### config.mk
export PLATFORM = sky130hd
export DESIGN_NAME = umi_memtest
export DESIGN_NICKNAME = d
export VERILOG_FILES = /design/src/rtl/umi_memtest_pkg.sv /design/src/rtl/umi_memtest_pattern.sv /design/src/rtl/umi_memtest.sv
export SDC_FILE = /design/constraint.sdc
export NUM_CORES = 1
export LEC_CHECK = 0
export BUFFER_PORTS_ARGS = -buffer_cell sky130_fd_sc_hd__buf_2
export CORE_AREA = 5 5 223 225
export DETAILED_ROUTE_END_ITERATION = 8
export DIE_AREA = 0 0 228 230
export PLACE_DENSITY = 0.46
export SYNTH_ARGS = -nofsm -noshare
export SYNTH_HDL_FRONTEND = slang
export SYNTH_SLANG_ARGS = --single-unit
export TNS_END_PERCENT = 20
### constraint.sdc
create_clock -name clk -period 4.8 [get_ports clk]
set_input_delay 0.48 -clock clk [delete_from_list [all_inputs] [get_ports clk]]
set_output_delay 0.48 -clock clk [all_outputs]
set_load 0.01 [all_outputs]
### src/rtl/umi_memtest_pkg.sv
// Shared types for the UMI memory tester: FSM states, opcodes,
// and the packet pack/unpack helpers used on the tx and rx paths.
package umi_memtest_pkg;

  typedef enum logic [2:0] {
    IDLE,
    WR,
    RD_REQ,
    RD_WAIT,
    DONE
  } state_t;

  localparam logic [7:0] UMI_OP_WRITE_NORMAL = 8'h01;
  localparam logic [7:0] UMI_OP_READ         = 8'h08;
  localparam int         UMI_PACKET_W        = 256;
  localparam int         UMI_DW              = 96;

  // cmd[7:0]=opcode, cmd[10:8]=size, remaining cmd bits zero
  typedef struct packed {
    logic [UMI_DW-1:0] data;
    logic [63:0]       srcaddr;
    logic [63:0]       dstaddr;
    logic [31:0]       cmd;
  } umi_pkt_t;

  function automatic logic [UMI_PACKET_W-1:0] umi_pack(
    input logic [7:0]        op,
    input logic [2:0]        size,
    input logic [63:0]       dst,
    input logic [63:0]       src,
    input logic [UMI_DW-1:0] data
  );
    umi_pkt_t p;
    p.cmd     = {21'd0, size, op};
    p.dstaddr = dst;
    p.srcaddr = src;
    p.data    = data;
    return p;
  endfunction

  function automatic umi_pkt_t umi_unpack(
    input logic [UMI_PACKET_W-1:0] pkt
  );
    return umi_pkt_t'(pkt);
  endfunction

endpackage

### src/rtl/umi_memtest_pattern.sv
// Test pattern generator: pat(a) = seed ^ zero-extended a.
// Ports: i_seed, i_addr in; o_pat out.
module umi_memtest_pattern
  import umi_memtest_pkg::*;
#(
  parameter int ADDR_WIDTH = 8,
  parameter int DATA_WIDTH = 32
) (
  input  logic [DATA_WIDTH-1:0] i_seed,
  input  logic [ADDR_WIDTH-1:0] i_addr,
  output logic [DATA_WIDTH-1:0] o_pat
);

  assign o_pat = i_seed ^
    {{(DATA_WIDTH-ADDR_WIDTH){1'b0}}, i_addr};

endmodule

### src/rtl/umi_memtest.sv
// UMI memory tester: writes pat(a) to every RAM word, reads each
// back and compares. Ports: clk, nreset, start, seed, umi_tx_*,
// umi_rx_*, busy, done, pass, err_count, first_err_addr.
// Option: UMI_MEMTEST_TIMEOUT_EN adds a read-response watchdog.
module umi_memtest
  import umi_memtest_pkg::*;
#(
  parameter int          ADDR_WIDTH = 8,
  parameter int          DATA_WIDTH = 32,
  parameter logic [63:0] SRC_BASE   = 64'h1000_0000,
  parameter int          TIMEOUT    = 1024
) (
  input  logic                    clk,
  input  logic                    nreset,
  input  logic                    start,
  input  logic [DATA_WIDTH-1:0]   seed,
  output logic [UMI_PACKET_W-1:0] umi_tx_packet,
  output logic                    umi_tx_valid,
  input  logic                    umi_tx_ready,
  input  logic [UMI_PACKET_W-1:0] umi_rx_packet,
  input  logic                    umi_rx_valid,
  output logic                    umi_rx_ready,
  output logic                    busy,
  output logic                    done,
  output logic                    pass,
  output logic [15:0]             err_count,
  output logic [ADDR_WIDTH-1:0]   first_err_addr
);

  localparam int CW =
    (DATA_WIDTH < UMI_DW) ? DATA_WIDTH : UMI_DW;
  localparam logic [2:0] SIZE =
    3'($clog2(DATA_WIDTH/8));
  localparam logic [ADDR_WIDTH:0] LAST =
    {1'b0, {ADDR_WIDTH{1'b1}}};

  state_t                  r_state;
  logic [ADDR_WIDTH:0]     r_addr;
  logic [DATA_WIDTH-1:0]   r_seed;
  logic                    r_tx_valid;
  logic                    r_busy;
  logic                    r_done;
  logic                    r_pass;
  logic [15:0]             r_err;
  logic [ADDR_WIDTH-1:0]   r_first;
  logic                    r_seen;

  logic [DATA_WIDTH-1:0]   w_pat;
  logic [UMI_DW-1:0]       w_pat_ext;
  logic [63:0]             w_dst;
  logic [63:0]             w_src;
  umi_pkt_t                w_rx;
  logic                    w_tx_fire;
  logic                    w_rx_fire;
  logic                    w_last;
  logic                    w_mismatch;
  logic [15:0]             w_err_next;
  logic                    w_pass_next;
  logic                    w_unused;

  umi_memtest_pattern #(
    .ADDR_WIDTH(ADDR_WIDTH),
    .DATA_WIDTH(DATA_WIDTH)
  ) u_pat (
    .i_seed(r_seed),
    .i_addr(r_addr[ADDR_WIDTH-1:0]),
    .o_pat (w_pat)
  );

  assign w_dst = {{(64-ADDR_WIDTH){1'b0}},
                  r_addr[ADDR_WIDTH-1:0]};
  assign w_src = SRC_BASE | w_dst;
  assign w_rx  = umi_unpack(umi_rx_packet);

  always_comb begin
    w_pat_ext         = '0;
    w_pat_ext[CW-1:0] = w_pat[CW-1:0];
  end

  assign w_tx_fire = r_tx_valid && umi_tx_ready;
  assign w_rx_fire = umi_rx_valid &&
                     (r_state == RD_WAIT);
  assign w_last    = (r_addr == LAST);

  // response returns to our srcaddr, so check it in dstaddr
  assign w_mismatch =
    (w_rx.data[CW-1:0] != w_pat[CW-1:0]) ||
    (w_rx.dstaddr != w_src);

  assign w_err_next =
    (w_mismatch && (r_err != 16'hFFFF)) ?
    r_err + 16'd1 : r_err;

  always_comb begin
    umi_tx_packet = '0;
    if (r_tx_valid) begin
      if (r_state == WR)
        umi_tx_packet = umi_pack(UMI_OP_WRITE_NORMAL,
          SIZE, w_dst, 64'd0, w_pat_ext);
      else
        umi_tx_packet = umi_pack(UMI_OP_READ,
          SIZE, w_dst, w_src, '0);
    end
  end

`ifdef UMI_MEMTEST_TIMEOUT_EN
  logic [15:0] r_wdog;
  logic        r_timeout;

  assign w_pass_next = (w_err_next == 16'd0) &&
                       !r_timeout;
  assign w_unused = ^{w_rx.cmd, w_rx.srcaddr,
                      w_rx.data >> CW, w_pat >> CW};
`else
  assign w_pass_next = (w_err_next == 16'd0);
  assign w_unused = ^{w_rx.cmd, w_rx.srcaddr,
                      w_rx.data >> CW, w_pat >> CW,
                      (TIMEOUT != 0)};
`endif

  always_ff @(posedge clk or negedge nreset) begin
    if (!nreset) begin
      r_state    <= IDLE;
      r_addr     <= '0;
      r_seed     <= '0;
      r_tx_valid <= 1'b0;
      r_busy     <= 1'b0;
      r_done     <= 1'b0;
      r_pass     <= 1'b0;
      r_err      <= '0;
      r_first    <= '0;
      r_seen     <= 1'b0;
`ifdef UMI_MEMTEST_TIMEOUT_EN
      r_wdog     <= '0;
      r_timeout  <= 1'b0;
`endif
    end else begin
      unique case (r_state)
        IDLE, DONE: begin
          if (start) begin
            r_state    <= WR;
            r_addr     <= '0;
            r_seed     <= seed;
            r_tx_valid <= 1'b1;
            r_busy     <= 1'b1;
            r_done     <= 1'b0;
            r_pass     <= 1'b0;
            r_err      <= '0;
            r_first    <= '0;
            r_seen     <= 1'b0;
`ifdef UMI_MEMTEST_TIMEOUT_EN
            r_timeout  <= 1'b0;
`endif
          end
        end
        WR: begin
          if (w_tx_fire) begin
            if (w_last) begin
              r_addr  <= '0;
              r_state <= RD_REQ;
            end else begin
              r_addr <= r_addr + 1'b1;
            end
          end
        end
        RD_REQ: begin
          if (w_tx_fire) begin
            r_tx_valid <= 1'b0;
            r_state    <= RD_WAIT;
`ifdef UMI_MEMTEST_TIMEOUT_EN
            r_wdog     <= '0;
`endif
          end
        end
        RD_WAIT: begin
          if (w_rx_fire) begin
            r_err <= w_err_next;
            if (w_mismatch && !r_seen) begin
              r_first <= r_addr[ADDR_WIDTH-1:0];
              r_seen  <= 1'b1;
            end
            if (w_last) begin
              r_state <= DONE;
              r_busy  <= 1'b0;
              r_done  <= 1'b1;
              r_pass  <= w_pass_next;
            end else begin
              r_addr     <= r_addr + 1'b1;
              r_state    <= RD_REQ;
              r_tx_valid <= 1'b1;
            end
          end
`ifdef UMI_MEMTEST_TIMEOUT_EN
          else if (r_wdog == 16'(TIMEOUT-1)) begin
            r_timeout <= 1'b1;
            r_state   <= DONE;
            r_busy    <= 1'b0;
            r_done    <= 1'b1;
            r_pass    <= 1'b0;
          end else begin
            r_wdog <= r_wdog + 16'd1;
          end
`endif
        end
        default: r_state <= IDLE;
      endcase
    end
  end

  assign umi_tx_valid   = r_tx_valid;
  assign umi_rx_ready   = (r_state == RD_WAIT);
  assign busy           = r_busy;
  assign done           = r_done;
  assign pass           = r_pass;
  assign err_count      = r_err;
  assign first_err_addr = r_first;

endmodule

==> results.yml, run 1 <==
routing:
  num_vias: 5651
  wirelength_um: 24960
  drtIter0Drc: 329
  vias_per_cell: 3.486
  drc_errors: 0
  detail-route-antenna-nets: 0
  drtPass1Iterations: 5
  wire_per_inst_um: 15.40
synth:
  synthSimpleGateAreaFrac_pct: 23.56
  async_flop_share_pct: 100.0
  synth_cells: 806
  synth_top_family_by_area: "buffers and inverters"
  ys.flop_type: "dfrtp_1"
  yosysWarnings: 0
  synth_mux_area_share_pct: 0
  ys_seq_area_share_pct: 28.59
  synthAdderAreaFrac_pct: 0.7834
  ys_ff_latch: 73
  synth_area_per_cell_um2: 7.926
  synthXorXnorAreaFrac_pct: 7.501
  synth-edff-count: 0
  syn-cell-area_um2: 6389
  ys_types: 56
  synth_compound_area_share_pct: 12.10
timing:
  finalHoldViolCount: 0
  setup_violations: 0
  tightestPinTransition_ns: 0.8712
  slew_viol_final: 0
  fin_crit_sh_pct: 79.40
  relSlewSlack_pct: 41.74
  rsz0062_at_grt: "false"
  setup_tns_ns: 0
  finalCriticalPeriod_ns: 3.811
  fmax_mhz: 262.4
  skew_ns: 0.01299
worst_hold_path:
  hold_class: "input port to asynchronous set/reset pin"
clock_network:
  insertion_delay_ns: 0.36
  numCtsBuffers: 9
  h-tree-depth: 3
  ctsResizeCount: 0
  clk_pin_slew_ns: 0.07
  cts_buffer_depth: 2
  clockRootBuffer: "clkbuf_16"
  cts_tree: "built"
  post_cts.repair.setup_buffers: 0
  ctsHoldBuffers: 0
  cts.sinks: 73
worst_setup_path:
  critical_path_class: "flip-flop to flip-flop"
  r2r_setup_slack_ns: 0.99
  cp-end-kind: "flip-flop"
  cp_max_fo: 10
  cp.arrival_ns: 4.09
  reg2reg_from: "r_addr[0]$_DFFE_PN0P_"
  cp-start-kind: "flip-flop"
  rr_worst_depth: 13
  r2r-end: "pass$_DFFE_PN0P_"
  cp_data_required_time_ns: 5.08
global_routing:
  grt-ovfl-total: 0
  grt_pass1_wl_um: 35740
  first_global_vias: 5544
  grt_max_degree: 38
  grt_antenna_before_repair: 2
  track_usage_pct: 9.003
place:
  placed_area_um2: 7363
  dp_hpwl_um: 19900
  gp_congestion: 0.8235
  io_buffers: 213
run_status:
  status: "finished, final reports clean"
power_and_ir_drop:
  peakVddDrop_mv: 0.2036
  p_int_mw: 1.734
  sw_frac_of_total_pct: 45.50
  p_sw_mw: 1.448
  p_seq_share_pct: 34.6
  pwr-share-clk_pct: 21.1
  p_comb_share_pct: 44.4
  p_per_area_nw_per_um2: 416.2
  power.leakage_nw: 3.846
die:
  core_um2: 47350
  fp.dieW_um: 228
  dieHeight_um: 230
  die_area_um2: 52440
  initial_core_util_pct: 13.49
  rows: 80
  io_pins: 578
finish:
  final_common_cell: "buf_2"
  fillers: 5401
  syn_to_final_growth_pct: 19.66
  drive_gt1_share_pct: 25.40
  nets: 1296
  final_cell_mix: "buf_2, conb_1, nand2_1"
  seqCellArea_um2: 1827
  multi_input_area_um2: 3575
  final_area_um2: 7645
  finish.utilization_pct: 16.15
job:
  drv_cap: 0
==> metrics by stage <==
stage	power [mW]	hold slack (ns)	cells	worst slack, ns
after floorplan	1.977	0.1844	1009	1.987
after global placement	2.552	0.4703	1603	1.039
after detailed placement	2.552	0.4760	1603	1.007
after CTS	3.267	0.1036	1619	0.9630
after global routing	3.450	0.1315	1619	0.7283
final	3.182	0.1067	1621	0.9887
==> power groups by stage <==
stage / registers (mW) / logic [mW] / clock network, mW
floorplan: 0.930 / 1.05 / 0
global placement: 1.11 / 1.44 / 0
detailed placement: 1.11 / 1.44 / 0
CTS: 1.11 / 1.45 / 0.714
global route: 1.14 / 1.59 / 0.729
finish: 1.10 / 1.41 / 0.671
==> metal layers <==
metal / up-vias / wire [um] / global-route usage [%]
met4: 4 / 272 / 1.929
met5: - / 34 / 0
met2: 322 / 11350 / 14.43
met3: 15 / 2319 / 3.343
met1: 2622 / 10980 / 11.65
li1: 2688 / - / -
==> synth_stat cells, drive strengths merged, types with 11 or more instances <==
cell	number	area, um2
clkbuf	31	116.4
and3	12	75.07
nor4	24	162.7
inv	11	41.29
and2	42	262.8
xor2	16	140.1
buf	214	1593
o31ai	14	105.1
nand2	132	495.5
a21oi	16	80.08
nand4	20	125.1
xnor2	31	271.5
nor2	32	120.1
o21ai	48	244.0
dfrtp	73	1827
==> logic make-up after synthesis <==
family / Yosys count
flops: 73
simple gates: 304
fa+ha+maj: 4
other cells: 1
compound gates: 118
xor+xnor: 50
buf+inv: 256
==> cell type report <==
cell class,instances,area share [%]
clock inverters,7,0.6710
diodes,2,0.06547
repair buffers,224,15.06
flip-flops and latches,73,23.90
clock buffers,9,2.946
multi-input cells,680,46.76
inverters,11,0.5401
well taps,615,10.07
==> state kept, by name, summed over array words and instances, names as in the netlist <==
name            flops
r_state             3
done                1
err_count          16
umi_tx_valid        1
first_err_addr      8
busy                1
r_addr              9
r_seed             32
pass                1
r_seen              1
==> worst max-delay path by stage <==
stage / endpoint / slack [ns] / from / cells after the start
final: pass$_DFFE_PN0P_ / 0.99 / r_addr[0]$_DFFE_PN0P_ / 13
after global routing: pass$_DFFE_PN0P_ / 0.73 / r_addr[0]$_DFFE_PN0P_ / 13
after CTS: pass$_DFFE_PN0P_ / 0.96 / r_addr[0]$_DFFE_PN0P_ / 13
after detailed placement: pass$_DFFE_PN0P_ / 1.01 / r_addr[0]$_DFFE_PN0P_ / 13
after global placement: pass$_DFFE_PN0P_ / 1.04 / r_addr[0]$_DFFE_PN0P_ / 13
after floorplan: pass$_DFFE_PN0P_ / 1.99 / r_addr[2]$_DFFE_PN0P_ / 13
==> worst max-delay path, cell delays in order (launching register included) <==
cell and delay (ns):
dfrtp_1 0.76, ha_1 0.30, and3_1 0.20, and3_1 0.22, nand3_1 0.12, inv_1 0.10, ha_1 0.29, nand4_1 0.25
a221o_1 0.33, a221oi_1 0.27, o311a_1 0.23, a21oi_1 0.08, or4_1 0.44, o21ai_1 0.13
Power figures use the tool's default switching activity.
==> inputs of run 2 (changes only) <==
--- a/config.mk
+++ b/config.mk
@@ -5,11 +5,12 @@
 export SDC_FILE = /design/constraint.sdc
 export NUM_CORES = 1
 export LEC_CHECK = 0
+export ABC_AREA = 1
 export BUFFER_PORTS_ARGS = -buffer_cell sky130_fd_sc_hd__buf_2
-export CORE_AREA = 5 5 223 225
+export CORE_AREA = 5 5 219 221
 export DETAILED_ROUTE_END_ITERATION = 8
-export DIE_AREA = 0 0 228 230
-export PLACE_DENSITY = 0.46
+export DIE_AREA = 0 0 224 226
+export PLACE_DENSITY = 0.49
 export SYNTH_ARGS = -nofsm -noshare
 export SYNTH_HDL_FRONTEND = slang
 export SYNTH_SLANG_ARGS = --single-unit
==> constraint.sdc (replaced) <==
create_clock -name clk -period 3.81 [get_ports clk]
set_input_delay 0.381 -clock clk [delete_from_list [all_inputs] [get_ports clk]]
set_output_delay 0.381 -clock clk [all_outputs]
set_load 0.01 [all_outputs]
==> run 2 against run 1 <==
Compared with the run above:
- via count increased by 22%
- critical path depth up 3
- sequential share of layout area shrank 1.9 points
- total power increased by 29%
- sequential cell count unchanged
- worst setup slack got worse by 0.32 ns
- clock skew about the same
- synthesized area grew 9.6%
- routed wire length up 14%
- synthesized cell count grew 40%
- first-iteration DRC count decreased by 20%
==> results.yml, run 2 <==
run_status:
  status: "finished, final reports clean"
synth:
  synth-edff-count: 0
  synth_compound_area_share_pct: 6.271
  synth_cells: 1127
  synth_most_common_cell: "nand2_1"
  synthSimpleGateAreaFrac_pct: 34.61
  ys_seq_area_share_pct: 26.09
  synth_mux_area_share_pct: 0.4824
  synth_top_family_by_area: "simple AND/OR/NAND/NOR gates"
  yosysWarnings: 0
  synth_area_per_cell_um2: 6.214
  ys.flop_type: "dfrtp_1"
  yosys-top-cells-count: "nand2_1, nor2_1, buf_4"
  syn-cell-area_um2: 7003
  ys_ff_latch: 73
  yosys-top-cells-area: "dfrtp_1, buf_4, nand2_1, nor2_1, inv_1"
  synthAdderAreaFrac_pct: 0.7147
  yosysTopAreaCellShare_pct: 26.09
  synthXorXnorAreaFrac_pct: 1.001
  async_flop_share_pct: 100.0
  ys_types: 34
  yosysTopAreaCell: "dfrtp_1"
worst_setup_path:
  cp_max_fo: 7
  cp_data_required_time_ns: 4.11
  cp.arrival_ns: 3.44
  critical_path_class: "flip-flop to flip-flop"
  cp-end-kind: "flip-flop"
  cp-start-kind: "flip-flop"
global_routing:
  grt_antenna_before_repair: 6
  first_global_vias: 6436
  track_usage_pct: 10.63
  grt-ovfl-total: 0
  grt_max_degree: 65
  grt_pass1_wl_um: 39890
timing:
  finalHoldViolCount: 0
  skew_ns: 0.01347
  setup_violations: 0
  setup_ws_ns: 0.6729
  tightestPinTransition_ns: 0.9659
  setup_tns_ns: 0
  fmax_mhz: 318.8
  slew_viol_final: 0
  relSlewSlack_pct: 35.60
  rsz0062_at_grt: "false"
  finalCriticalPeriod_ns: 3.137
  fin_crit_sh_pct: 82.34
clock_network:
  numCtsBuffers: 9
  ctsResizeCount: 0
  insertion_delay_ns: 0.37
  ctsHoldBuffers: 0
  clockRootBuffer: "clkbuf_16"
  cts.sinks: 73
  h-tree-depth: 3
  cts_buffer_depth: 2
  post_cts.repair.setup_buffers: 0
  clk_pin_slew_ns: 0.06
  cts_tree: "built"
finish:
  nets: 1633
  final_cell_mix: "nand2_1, nor2_1, buf_2"
  largest_register_ff_count: 32
  final_common_cell: "nand2_1"
  multi_input_area_um2: 3785
  top_register: "r_seed"
  drive_gt1_share_pct: 19.93
  syn_to_final_growth_pct: 18.58
  seqCellArea_um2: 1827
  fillers: 5347
power_and_ir_drop:
  p_int_mw: 2.149
  pwr-share-clk_pct: 22.6
  peakVddDrop_mv: 0.2463
  p_sw_mw: 1.959
  sw_frac_of_total_pct: 47.70
  p_per_area_nw_per_um2: 494.7
  p_seq_share_pct: 31.0
  p_comb_share_pct: 46.4
  power.leakage_nw: 4.707
die:
  die_area_um2: 50620
  dieHeight_um: 226
  io_pins: 578
  core_um2: 45960
  rows: 79
  fp.dieW_um: 224
  initial_core_util_pct: 15.24
routing:
  drc_errors: 0
  vias_per_cell: 3.553
  num_vias: 6922
  drtIter0Drc: 262
  drtPass1Iterations: 4
  wirelength_um: 28340
  wire_per_inst_um: 14.55
  detail-route-antenna-nets: 0
place:
  gp_congestion: 0.8703
  post-place-ws_ns: 0.6194
  dp_hpwl_um: 23690
  io_buffers: 213
job:
  drv_cap: 0
worst_hold_path:
  hold_class: "input port to asynchronous set/reset pin"
run 2: layout make-up:
cell class / instances / area share (%)
multi-input cells: 892 / 45.58
flip-flops and latches: 73 / 22.00
repair buffers: 217 / 13.23
well taps: 607 / 9.146
inverters: 143 / 6.464
clock buffers: 10 / 2.878
clock inverters: 5 / 0.6780
diodes: 1 / 0.03013
run 2: kinds of logic after synthesis:
group	Yosys count
AND/OR/NAND/NOR	593
buffers and inverters	365
AO/OA/AOI/OAI	80
flip-flops	73
XOR/XNOR	8
adder cells (fa/ha/maj)	4
multiplexers	3
other	1
run 2: worst max-delay path, stage by stage, from the launching register on:
cell      delay (ns)
dfrtp_1         0.56
inv_2           0.17
nor3_1          0.24
inv_1           0.09
nor2_1          0.17
inv_1           0.07
nor3_1          0.25
ha_1            0.24
nor2_1          0.08
nand3b_1        0.15
nor2_1          0.26
nand2_1         0.21
a21oi_2         0.15
nand2_1         0.06
nor2_1          0.10
nand3_1         0.16
nand2_1         0.09
run 2: stage by stage:
step	total power, mW	instance area, um2	cells	hold WS, ns	utilization, %
2_1_floorplan	2.648	7765	1330	0.08541	-
3_3_place_gp	3.197	8006	1932	0.4558	17.42
3_5_place_dp	3.231	8006	1932	0.4582	17.42
4_1_cts	4.201	8302	1947	0.2034	18.06
5_1_grt	4.514	8304	1948	0.2245	18.07
6_report	4.108	8304	1948	0.1587	18.07
run 2: layer usage:
layer  part of all wire (%)  global-route usage (%)  up-vias
met5                  0.092                       0        -
met2                     45                   17.28      318
met4                    1.0                   2.787        4
met1                     45                   14.10     3129
li1                       -                       -     3454
met3                    8.9                   2.730       17
run 2: power groups by stage:
stage	Sequential [mW]	Combinational [mW]	Clock [mW]
finish	1.27	1.91	0.929
global placement	1.28	1.92	0
CTS	1.28	1.95	0.975
detailed placement	1.29	1.94	0
floorplan	1.25	1.40	0
global route	1.31	2.20	1.00
run 2: final timing paths:
kind,endpoint,start,slack [ns],cells after the start
max in group asynchronous,err_count[14]$_DFFE_PN0P_,nreset,2.86,2
min,r_seed[21]$_DFFE_PN0P_,nreset,0.16,1
min in group clk,r_seed[28]$_DFFE_PN0P_,seed[28],0.24,2
min reg2reg,busy$_DFFE_PN0P_,busy$_DFFE_PN0P_,0.48,2
max reg2reg,pass$_DFFE_PN0P_,r_addr[3]$_DFFE_PN0P_,0.67,16
max,pass$_DFFE_PN0P_,r_addr[3]$_DFFE_PN0P_,0.67,16
==> inputs of run 3 (changes only) <==
--- a/config.mk
+++ b/config.mk
@@ -7,9 +7,9 @@
 export LEC_CHECK = 0
 export ABC_AREA = 1
 export BUFFER_PORTS_ARGS = -buffer_cell sky130_fd_sc_hd__buf_2
-export CORE_AREA = 5 5 219 221
+export CORE_AREA = 5 5 224 226
 export DETAILED_ROUTE_END_ITERATION = 8
-export DIE_AREA = 0 0 224 226
+export DIE_AREA = 0 0 229 231
 export PLACE_DENSITY = 0.49
 export SYNTH_ARGS = -nofsm -noshare
 export SYNTH_HDL_FRONTEND = slang
==> constraint.sdc (replaced) <==
create_clock -name clk -period 2.78 [get_ports clk]
set_input_delay 0.278 -clock clk [delete_from_list [all_inputs] [get_ports clk]]
set_output_delay 0.278 -clock clk [all_outputs]
set_load 0.01 [all_outputs]
==> run 3 against run 2 <==
Compared with the run above:
- critical path depth fell by 7
- register-to-register slack got worse by 0.37 ns
- via count grew 1.3%
- clock-buffer cell count unchanged
- total power rose by 41%
- worst hold slack got worse by 0.019 ns
- sequential power rose by 36%
- worst setup slack lost 0.44 ns
- utilization decreased by 0.15 points
- non-clock buffer count grew 33
- first-iteration DRC count is 1.9% higher
- routed wire length increased by 0.72%
- largest power group unchanged
- highest routed layer unchanged
==> results.yml, run 3 (synthesis gave the netlist of run 2 again) <==
power_and_ir_drop:
  power_mw: 5.776
  power.leakage_nw: 4.882
  p_per_area_nw_per_um2: 669.8
  peakVddDrop_mv: 0.4332
timing:
  finalCriticalPeriod_ns: 2.551
  setup_violations: 0
  fmax_mhz: 391.9
  tightestPinTransition_ns: 0.5889
  rsz0062_at_grt: "false"
  finalHoldViolCount: 0
  slew_viol_final: 0
  setup_tns_ns: 0
  skew_ns: 0.01227
  setup_ws_ns: 0.2285
  relSlewSlack_pct: 60.74
  fin_crit_sh_pct: 91.78
worst_setup_path:
  rr_worst_depth: 18
  reg2reg_from: "r_addr[1]$_DFFE_PN0P_"
  cp-end-kind: "primary output"
  cp.arrival_ns: 2.27
  cp-start-kind: "flip-flop"
  cp_data_required_time_ns: 2.50
  cp_max_fo: 29
  critPathLaunch: "r_state[0]$_DFFE_PN0P_"
  critical_path_class: "flip-flop to primary output"
finish:
  top_register: "r_seed"
  largest_register_ff_count: 32
  final_common_cell: "nand2_1"
  final_cell_mix: "nand2_1, nor2_1, buf_2"
  drive_gt1_share_pct: 22.49
  antennaDiodeCount: 0
  nets: 1666
  final_area_um2: 8623
  syn_to_final_growth_pct: 23.14
clock_network:
  post_cts.repair.setup_buffers: 0
  numCtsBuffers: 9
  clk_pin_slew_ns: 0.06
  clockRootBuffer: "clkbuf_16"
  h-tree-depth: 3
  cts_buffer_depth: 2
  cts.sinks: 73
  insertion_delay_ns: 0.37
  cts_tree: "built"
routing:
  highest_layer: "met5"
  num_vias: 7011
  drtPass1Iterations: 5
  wirelength_um: 28550
  met1Wirelength_um: 13000
  detail-route-antenna-nets: 0
  drc_errors: 0
  wl_met3_um: 2459
  vias_per_cell: 3.513
  wire_per_inst_um: 14.30
  drtIter0Drc: 267
  met2_wirelength_um: 12650
global_routing:
  track_usage_pct: 10.33
  grt_max_degree: 44
  grt_antenna_before_repair: 6
  first_global_vias: 6529
  grt-ovfl-total: 0
  grt_pass1_wl_um: 40610
place:
  post-place-ws_ns: 0.1393
  io_buffers: 213
  dp_hpwl_um: 24220
  gp_congestion: 0.8116
  placed_area_um2: 8290
die:
  core_um2: 48140
  rows: 81
  die_area_um2: 52900
  initial_core_util_pct: 14.55
  fp.dieW_um: 229
  dieHeight_um: 231
  io_pins: 578
run_status:
  status: "finished, final reports clean"
job:
  drv_cap: 0
worst_hold_path:
  hold_depth: 2
  hp-start: "seed[21]"
  hold_class: "input port to flip-flop"
run 3: cell types whose count changed in the layout (fill, tap and decap cells not counted), sizes merged:
cell / before / now
buf: 217 / 249
clkinv: 4 / 5
clkinvlp: 1 / 0
diode: 1 / 0
dlygate4sd3: 0 / 1
inv: 142 / 143
run 3: final timing paths:
check / to / slack (ns)
setup / recovery: umi_tx_packet[190] / 0.23
hold / removal: r_seed[21]$_DFFE_PN0P_ / 0.14
setup reg to reg: pass$_DFFE_PN0P_ / 0.30
hold reg to reg: busy$_DFFE_PN0P_ / 0.48
max in group asynchronous: r_addr[0]$_DFFE_PN0P_ / 1.66
min in group asynchronous: r_seed[21]$_DFFE_PN0P_ / 0.45
run 3: critical path, stage by stage, from the launching register on:
cell and delay (ns):
dfrtp_1 0.41, inv_1 0.09, nor3_1 0.14, buf_4 0.18, inv_1 0.08, nor2_1 0.16, inv_1 0.06, buf_4 0.28
nor2_1 0.29, buf_2 0.19
run 3: through the flow:
stage	util, %	std cells	hold WS (ns)
after floorplan	-	1330	-0.01759
after global placement	17.22	1979	0.3336
after detailed placement	17.22	1979	0.3308
after CTS	17.84	1996	0.1152
after global routing	17.91	1996	0.1251
final	17.91	1996	0.1396
run 3: routing by layer:
layer / vias up / track usage [%]
li1: 3520 / -
met1: 3147 / 13.53
met2: 317 / 16.44
met3: 25 / 3.124
met4: 2 / 3.063
met5: - / 0
run 3: cell type report:
| type | count | area (um2) |
|---|---|---|
| Sequential cell | 73 | 1828 |
| Fill cell | 5565 | 39520 |
| Timing Repair Buffer | 250 | 1374 |
| Tap cell | 622 | 778.2 |
| Clock inverter | 6 | 58.81 |
| Inverter | 143 | 536.8 |
| Multi-Input combinational cell | 892 | 3819 |
| Clock buffer | 10 | 229.0 |
run 3: power breakdown:
part           internal, mW  leakage, nW  switching [mW]
Sequential             1.42        0.892           0.314
Combinational         0.958         3.84            1.86
Clock                 0.691        0.146           0.530
run 3: timing repair:
action	in CTS	in global routing
hold endpoints to repair	35	0
resized for setup	0	10
hold buffers	1	0
setup endpoints to repair	0	10
